==> config.mk <==
export PLATFORM = sky130hd
export DESIGN_NAME = hamming_syndrome
export DESIGN_NICKNAME = d
export VERILOG_FILES = /design/src/rtl/hamming_pkg.sv /design/src/rtl/hamming_syndrome.sv
export SDC_FILE = /design/constraint.sdc
export NUM_CORES = 1
export LEC_CHECK = 0
export ABC_AREA = 0
export CAP_MARGIN = 40
export CORE_AREA = 5 5 42 44
export DETAILED_ROUTE_END_ITERATION = 8
export DIE_AREA = 0 0 47 49
export PLACE_DENSITY = 0.65
export SLEW_MARGIN = 20
export SYNTH_ARGS = -nofsm -noshare
export SYNTH_HDL_FRONTEND = slang
export SYNTH_SLANG_ARGS = --single-unit
==> constraint.sdc <==
create_clock -name vclk -period 1.41
set_input_delay 0.282 -clock vclk [all_inputs]
set_output_delay 0.282 -clock vclk [all_outputs]
set_load 0.03 [all_outputs]
==> src/rtl/hamming_pkg.sv <==
// hamming_pkg: shared SECDED constants, error classes and data extraction for the Hamming(16,8) package.
package hamming_pkg;
    localparam int PKG_W  = 16;
    localparam int DATA_W = 8;
    localparam int DATA_POS [DATA_W] = '{3, 5, 6, 7, 9, 10, 11, 12};
    localparam int PAR_POS  [4]      = '{1, 2, 4, 8};

    typedef enum logic [1:0] {ERR_NONE, ERR_CORR, ERR_UNCORR} err_class_t;

    function automatic logic [DATA_W-1:0] extract_data(input logic [PKG_W-1:0] p);
        logic [DATA_W-1:0] d;
        for (int i = 0; i < DATA_W; i++) d[i] = p[DATA_POS[i]];
        return d;
    endfunction
endpackage

==> src/rtl/hamming_syndrome.sv <==
// hamming_syndrome: combinational syndrome (XOR of set-bit indices) and overall parity of a package.
module hamming_syndrome
    import hamming_pkg::*;
(
    input  logic [PKG_W-1:0] pkg_i,
    output logic [3:0]       syndrome_o,
    output logic             parity_o
);
    // Syndrome bit i is the parity check covered by parity position PAR_POS[i].
    always_comb begin
        syndrome_o = '0;
        for (int i = 0; i < 4; i++)
            for (int k = 1; k < PKG_W; k++)
                if ((k & PAR_POS[i]) != 0) syndrome_o[i] = syndrome_o[i] ^ pkg_i[k];
        parity_o = ^pkg_i;
    end
endmodule

==> out/results.ini, run 1 <==
[finish]
nets = 83
clock_buffers = 0
mostFrequentLayoutCell = buf_6
multi_input_area_um2 = 578.1
final_cells = 81
final_cell_mix = 17 x buf_6, 13 x buf_4, 11 x xnor2_2
final.fill_count = 107
design.seq.count = 0
seq_area_um2 = 0
finalCoreUtilization_pct = 69.64
layout-drive-gt1-share_pct = 98.46
antenna_cells = 0
area_growth_pct = 290.0

[synth]
muxShareOfSynthArea_pct = 0
netlist_area_um2 = 250.2
syn_nets = 42
synth-simple-area-share_pct = 0
ys_types = 4
synth_top_family_by_area = XOR/XNOR gates
yosysWarnings = 0
synth_xor_area_share_pct = 100.0
yosys.area_share.adder_pct = 0
synthCells = 26
yosysSeqAreaShare_pct = 0
avgSynthCellArea_um2 = 9.625
synth-compound-area-share_pct = 0

[power]
total_power_uw = 894.2
power.density_nw_per_um2 = 916.3
seqPwrFrac_pct = 0
pwr-share-comb_pct = 100.0
p_switching_uw = 381.4
power_leakage_nw = 0.4409
internal_power_uw = 512.8
pwr-share-clk_pct = 0
netSwitchingFraction_pct = 42.65
ir_drop_uv = 453.3

[floorplan]
die_y_um = 49
core_area_um2 = 1401
die_w_um = 47
rows = 14
ios = 21
die_area_um2 = 2303
initial_core_util_pct = 17.86

[critical_path]
crit_path_cell_trace = buf_8, xor2_4, xnor2_4, xnor2_4, xor3_2, buf_6
arrival_ns = 1.36
cp_max_fo = 2
path_delay_family = XOR/XNOR gates
cp.depth = 6
cpMostUsedCell = xnor2_4
end_kind = output port
critPathKind = in2out
max_stage_delay_ns = 0.27
crit_slowest_cell = xor3_2
crit_end = parity_o
startpoint = pkg_i[10]
crit_path_start_kind = input pin
required_ns = 1.13
crit_buf_inv = 2

[sta]
slew_headroom_pct = 80.38
max_freq_ghz = 0.6076
rsz0062_at_grt = yes
hold_violations = 0
tightest_slew_ns = 0.2943
worst_slack_ns = -0.2357
min_period_ns = 1.646
slew_violations = 0
finalSetupViolations = 5
period_share_pct = 116.7

[detailed_routing]
dr.pass1.iters = 1
antenna_left = 0
wl_um = 906
vias = 322
first_iter_violations = 0
vias_per_cell = 3.975
drc_errors = 0
avgRoutedWirePerCell_um = 11.19

[grt]
grt_usage_pct = 8.204
gr-total-overflow = 0
grt_pass1_vias = 380
grt_max_degree = 3
grt_pass1_wl_um = 1476
antenna_found_initial = 0

[worst_hold_path]
hp-class = in2out

[flow_run]
max_cap_viol_count = 0

[placed_design]
io_buffer_count = 21
gp_congestion = 0.6949
dp.cells = 78
hpwl_um = 683.3
pre_cts_slack_ns = -1.146

[outcome]
status = finished, violations left
violations = setup timing

-- what timing repair did --
item / CTS / global route
endpoints found under the setup margin: 5 / 5
pin swaps: 22 / 14
resized for setup: 102 / 24
hold buffers: 0 / 0
buffers inserted: 2 / 3
-- power groups by stage --
stage	Combinational, mW	Sequential, mW	Clock, mW
global route	0.934	0	0
global placement	0.643	0	0
floorplan	0.395	0	0
finish	0.894	0	0
CTS	0.836	0	0
detailed placement	0.650	0	0
-- Yosys cell counts --
master | count | area [um^2]
xnor2_1 | 21 | 183.9
xor3_1 | 1 | 23.77
xor2_2 | 1 | 16.27
xor2_1 | 3 | 26.28
-- through the flow --
stage | instance area, um^2 | hold WS (ns) | TNS, ns
global placement | 659.4 | 1.648 | -3.361
finish | 975.9 | 1.198 | -0.7434
floorplan | 326.6 | 0.9591 | -0.2926
global route | 975.9 | 1.232 | -0.9383
CTS | 850.8 | 1.192 | -0.9588
detailed placement | 659.4 | 1.664 | -3.431
-- final cells by class --
type	count	area share (%)
timing repair buffer	39	38.72
multi-input combinational	26	59.23
tap	16	2.051
-- layer usage --
layer | up-vias | part of all wire, % | global-route usage, %
li1 | 154 | - | -
met1 | 151 | 30 | 9.577
met2 | 17 | 61 | 16.29
met3 | 0 | 8.9 | 0.3690
met4 | 0 | 0 | 0
met5 | - | 0 | 0
-- kinds of logic after synthesis --
kind of cell	Yosys count
xor+xnor	26
-- how the worst min path moves through the flow --
stage	from	slack, ns	depth (start not counted)	end
6_report	pkg_i[14]	1.20	6	syndrome_o[1]
5_1_grt	pkg_i[14]	1.23	6	syndrome_o[1]
4_1_cts	pkg_i[14]	1.19	6	syndrome_o[1]
3_5_place_dp	pkg_i[6]	1.66	6	syndrome_o[1]
3_3_place_gp	pkg_i[7]	1.65	6	syndrome_o[2]
2_1_floorplan	pkg_i[13]	0.96	3	syndrome_o[3]
Power figures use the tool's default switching activity.
==> run 2, diff against run 1 <==
--- a/config.mk
+++ b/config.mk
@@ -10,8 +10,9 @@
 export CORE_AREA = 5 5 42 44
 export DETAILED_ROUTE_END_ITERATION = 8
 export DIE_AREA = 0 0 47 49
+export GPL_TIMING_DRIVEN = 0
 export PLACE_DENSITY = 0.65
-export SLEW_MARGIN = 20
+export SETUP_SLACK_MARGIN = 0.1
 export SYNTH_ARGS = -nofsm -noshare
 export SYNTH_HDL_FRONTEND = slang
 export SYNTH_SLANG_ARGS = --single-unit
==> run 2 against run 1 <==
  * Largest cell class unchanged
  * Maximum frequency fell by 0.32%
  * Cell area fell by 9.7%
  * Non-clock buffer count fell by 7
  * Global-route usage fell by 1.1 points
  * Critical path type unchanged
  * Utilization fell by 6.8 points
  * The run still ends with setup timing left
==> out/results.ini, run 2 (synthesis results as in run 1) <==
[power]
ir_drop_uv = 540.0  ; +19%
power.density_nw_per_um2 = 960.3  ; +4.8%
power_leakage_nw = 0.4029  ; -8.6%

[placed_design]
dp.cells = 63  ; -19%
pre_cts_slack_ns = -1.174  ; -0.02861 ns
placed_cell_area_um2 = 556.8  ; -16%
gp_congestion = 0.6845  ; -1.5%
io_buffer_count = 21  ; unchanged

[finish]
design.seq.count = 0  ; unchanged
layout-drive-gt1-share_pct = 96.55  ; -1.9 points
seq_area_um2 = 0  ; unchanged
area_growth_pct = 252.0
final_cells = 74  ; -8.6%
clock_buffers = 0  ; unchanged
final_cell_mix = 15 x buf_6, 13 x xnor2_2, 7 x xnor2_4
antenna_cells = 0  ; unchanged
mostFrequentLayoutCell = buf_6
final.fill_count = 126  ; +18%
stdcell_area_um2 = 880.8  ; -9.7%
nets = 76  ; -8.4%

[critical_path]
crit_path_start_kind = input pin
required_ns = 1.13  ; about the same
cp.depth = 6  ; unchanged
crit_buf_inv = 2  ; unchanged
end_kind = output port
arrival_ns = 1.37  ; about the same
cpMostUsedCell = xnor2_4
crit_slowest_cell = xor3_2
critPathKind = in2out
max_stage_delay_ns = 0.27  ; about the same
crit_path_cell_trace = buf_8, xor2_2, xnor2_4, xnor2_4, xor3_2, buf_6
cp_max_fo = 2  ; unchanged
path_delay_family = XOR/XNOR gates

[floorplan]
initial_core_util_pct = 17.86  ; unchanged
die_y_um = 49  ; unchanged
die_w_um = 47  ; unchanged
rows = 14  ; unchanged
core_area_um2 = 1401  ; unchanged
die_area_um2 = 2303  ; unchanged
ios = 21  ; unchanged

[grt]
grt_max_degree = 3  ; unchanged
gr-total-overflow = 0  ; unchanged
grt_pass1_vias = 315  ; -17%
grt_usage_pct = 7.148  ; -1.1 points
antenna_found_initial = 0  ; unchanged
grt_pass1_wl_um = 1269  ; -14%

[sta]
period_share_pct = 117.1  ; +0.37 points
tightest_slew_ns = 0.2499  ; -0.04448 ns
rsz0062_at_grt = yes
finalSetupViolations = 5  ; unchanged
min_period_ns = 1.651  ; +0.005256 ns
slew_headroom_pct = 83.33  ; +3.0 points
worst_slack_ns = -0.2410  ; -0.005256 ns
max_freq_ghz = 0.6057  ; -0.32%
slew_violations = 0  ; unchanged
hold_violations = 0  ; unchanged

[flow_run]
max_cap_viol_count = 0  ; unchanged

[detailed_routing]
antenna_left = 0  ; unchanged
avgRoutedWirePerCell_um = 10.89  ; -2.6%
vias = 290  ; -9.9%
wl_met1_um = 200  ; -26%
wl_um = 806  ; -11%
dr_wl_met3_um = 94  ; +16%
met2_length_um = 511  ; -7.8%
first_iter_violations = 0  ; unchanged
drc_errors = 0  ; unchanged
highest_layer = met3
vias_per_cell = 3.919  ; -1.4%
dr.pass1.iters = 1  ; unchanged

[worst_hold_path]
hold_depth = 5  ; -1
hp-class = in2out

[outcome]
status = finished, violations left
violations = setup timing

-- run 2: layout make-up --
class / count / area, um^2 / share of cell area (%)
Multi-Input combinational cell: 26 / 514.2 / 58.38
Timing Repair Buffer: 32 / 346.6 / 39.35
Tap cell: 16 / 20.02 / 2.273
-- run 2: worst min-delay path: cells and delay by family --
kind      cells  cell delay, ns
xor+xnor      3            0.30
buf+inv       2            0.23
-- run 2: stage by stage --
stage	power, mW	setup TNS (ns)	hold WS, ns	utilization, %
after CTS	0.7591	-0.6060	1.089	53.13
after global placement	0.5996	-5.019	1.996	39.73
after global routing	0.8880	-0.8813	1.122	62.86
after floorplan	0.3954	-0.2926	0.9591	-
final	0.8458	-0.7110	1.096	62.86
after detailed placement	0.6042	-5.119	2.007	39.73
-- run 2: final timing paths --
check                        to  slack, ns       from
setup / recovery       parity_o      -0.24  pkg_i[10]
hold / removal    syndrome_o[0]       1.10   pkg_i[3]
-- run 2: metal layers --
layer,global-route usage (%),up-vias
met5,0,-
met2,14.93,17
li1,-,140
met1,7.366,133
met4,0,0
met3,0.7380,0
-- run 2: repair_timing --
action | in CTS | in global routing
pin swaps | 24 | 14
endpoints found under the setup margin | 5 | 5
setup buffers | 6 | 6
gates resized for setup | 131 | 19
hold buffers | 0 | 0
-- run 2: where the power goes --
part / switching [mW] / internal (mW)
logic: 0.357 / 0.489
registers: 0 / 0
clock network: 0 / 0
total: 0.357 / 0.489
==> run 3, diff against run 2 <==
--- a/config.mk
+++ b/config.mk
@@ -10,7 +10,7 @@
 export CORE_AREA = 5 5 42 44
 export DETAILED_ROUTE_END_ITERATION = 8
 export DIE_AREA = 0 0 47 49
-export GPL_TIMING_DRIVEN = 0
+export GPL_TIMING_DRIVEN = 1
 export PLACE_DENSITY = 0.65
 export SETUP_SLACK_MARGIN = 0.1
 export SYNTH_ARGS = -nofsm -noshare
==> run 3 against run 2 <==
  * The run still ends with setup timing left
  * Power increased by 4.4%
  * Worst hold slack improved by 0.11 ns
  * Sequential share of layout area unchanged
  * Global-route usage increased by 1.3 points
  * Utilization increased by 5.3 points
  * Critical path depth unchanged
  * Maximum frequency increased by 0.35%
  * Die area unchanged
  * Largest cell class unchanged
  * Critical endpoint unchanged
  * Critical path type unchanged
  * Wire length increased by 32%
  * Count of clock-buffer cells in the layout unchanged
==> out/results.ini, run 3 (synthesis results as in run 1) <==
[outcome]
violations = setup timing
status = finished, violations left

[sta]
slew_headroom_pct = 80.19  ; -3.1 points
min_period_ns = 1.645  ; -0.005744 ns
finalSetupViolations = 5  ; unchanged
whs_ns = 1.206  ; +0.1100 ns
hold_violations = 0  ; unchanged
rsz0062_at_grt = yes
max_freq_ghz = 0.6078  ; +0.35%
worst_slack_ns = -0.2353  ; +0.005744 ns
slew_violations = 0  ; unchanged
tightest_slew_ns = 0.2972  ; +0.04731 ns
period_share_pct = 116.7  ; -0.41 points

[grt]
grt_pass1_vias = 379  ; +20%
antenna_found_initial = 0  ; unchanged
grt_max_degree = 3  ; unchanged
grt_usage_pct = 8.422  ; +1.3 points
grt_pass1_wl_um = 1511  ; +19%
gr-total-overflow = 0  ; unchanged

[power]
power.density_nw_per_um2 = 925.4  ; -3.6%
p_switching_uw = 382.9  ; +7.1%
power_leakage_nw = 0.4244  ; +5.3%
total_power_uw = 883.4  ; +4.4%
ir_drop_uv = 461.0  ; -15%
pwr-share-comb_pct = 100.0  ; about the same
pwr-share-clk_pct = 0  ; unchanged
internal_power_uw = 500.6  ; +2.5%
seqPwrFrac_pct = 0  ; unchanged
netSwitchingFraction_pct = 43.34  ; +1.1 points

[floorplan]
die_area_um2 = 2303  ; unchanged
core_area_um2 = 1401  ; unchanged
ios = 21  ; unchanged
rows = 14  ; unchanged
die_y_um = 49  ; unchanged
initial_core_util_pct = 17.86  ; unchanged
die_w_um = 47  ; unchanged

[clock_network]
cts_hold_buf = 0  ; unchanged

[critical_path]
end_kind = output port
path_delay_family = XOR/XNOR gates
crit_path_start_kind = input pin
crit_buf_inv = 2  ; unchanged
critPathKind = in2out
cp_max_fo = 2  ; unchanged
arrival_ns = 1.36  ; about the same
max_stage_delay_ns = 0.27  ; about the same
required_ns = 1.13  ; about the same
startpoint = pkg_i[10]
crit_slowest_cell = xor3_2
crit_path_cell_trace = buf_8, xor2_4, xnor2_4, xnor2_4, xor3_2, buf_6
cpMostUsedCell = xnor2_4

[detailed_routing]
drc_errors = 0  ; unchanged
vias = 322  ; +11%
vias_per_cell = 4.025  ; +2.7%
dr.pass1.iters = 1  ; unchanged
first_iter_violations = 0  ; unchanged
antenna_left = 0  ; unchanged
avgRoutedWirePerCell_um = 13.31  ; +22%
wl_um = 1065  ; +32%

[finish]
area_growth_pct = 281.5
antenna_cells = 0  ; unchanged
mostFrequentLayoutCell = buf_6
clock_buffers = 0  ; unchanged
layout-drive-gt1-share_pct = 95.31  ; -1.2 points
final_cell_mix = 18 x buf_6, 12 x buf_4, 10 x xnor2_4
seq_area_um2 = 0  ; unchanged
nets = 82  ; +7.9%
design.seq.count = 0  ; unchanged
final_cells = 80  ; +8.1%
final.fill_count = 105  ; -17%

[worst_hold_path]
hold_depth = 6  ; +1
hold_start = pkg_i[7]
hp-class = in2out
worst_hold_path.endpoint = syndrome_o[2]

[flow_run]
max_cap_viol_count = 0  ; unchanged

[placed_design]
dp.cells = 77  ; +22%
pre_cts_slack_ns = -1.144  ; +0.03092 ns
gp_congestion = 0.6579  ; -3.9%
io_buffer_count = 21  ; unchanged
hpwl_um = 679

[run 3: layout make-up]
cell class	instances	area (um^2)	share of cell area, %
Multi-Input combinational cell	26	574.3	60.16
Tap cell	16	20.02	2.097
Timing Repair Buffer	38	360.3	37.75
[run 3: repair_timing]
item | in CTS | in global routing
pin swaps | 24 | 15
endpoints found under the setup margin | 5 | 5
gates resized for setup | 102 | 22
buffers inserted | 1 | 4
[run 3: per-layer routing]
layer  GRT usage, %  wire [um]  part of all wire [%]  vias to the layer above
met4              0          0                     0                        0
met3          1.845         88                   8.3                        0
met5              0          0                     0                        -
met2          17.42        699                    66                       17
li1               -          -                     -                      154
met1          8.259        277                    26                      151
[run 3: worst max path at each step]
stage | end | slack (ns) | cells after the start
finish | parity_o | -0.24 | 6
floorplan | parity_o | -0.21 | 4
global placement | parity_o | -1.13 | 6
global route | parity_o | -0.28 | 6
CTS | parity_o | -0.38 | 6
detailed placement | parity_o | -1.14 | 6
[run 3: through the flow]
stage	setup TNS, ns	utilization [%]	cell area (um^2)
2_1_floorplan	-0.2926	-	326.6
3_3_place_gp	-3.261	46.52	651.9
3_5_place_dp	-3.312	46.52	651.9
4_1_cts	-0.8171	59.29	830.8
5_1_grt	-0.9913	68.13	954.7
6_report	-0.7894	68.13	954.7
[run 3: power groups by stage]
stage / sequential (mW) / combinational, mW / clock [mW]
6_report: 0 / 0.883 / 0
5_1_grt: 0 / 0.921 / 0
4_1_cts: 0 / 0.798 / 0
3_5_place_dp: 0 / 0.633 / 0
3_3_place_gp: 0 / 0.627 / 0
2_1_floorplan: 0 / 0.395 / 0
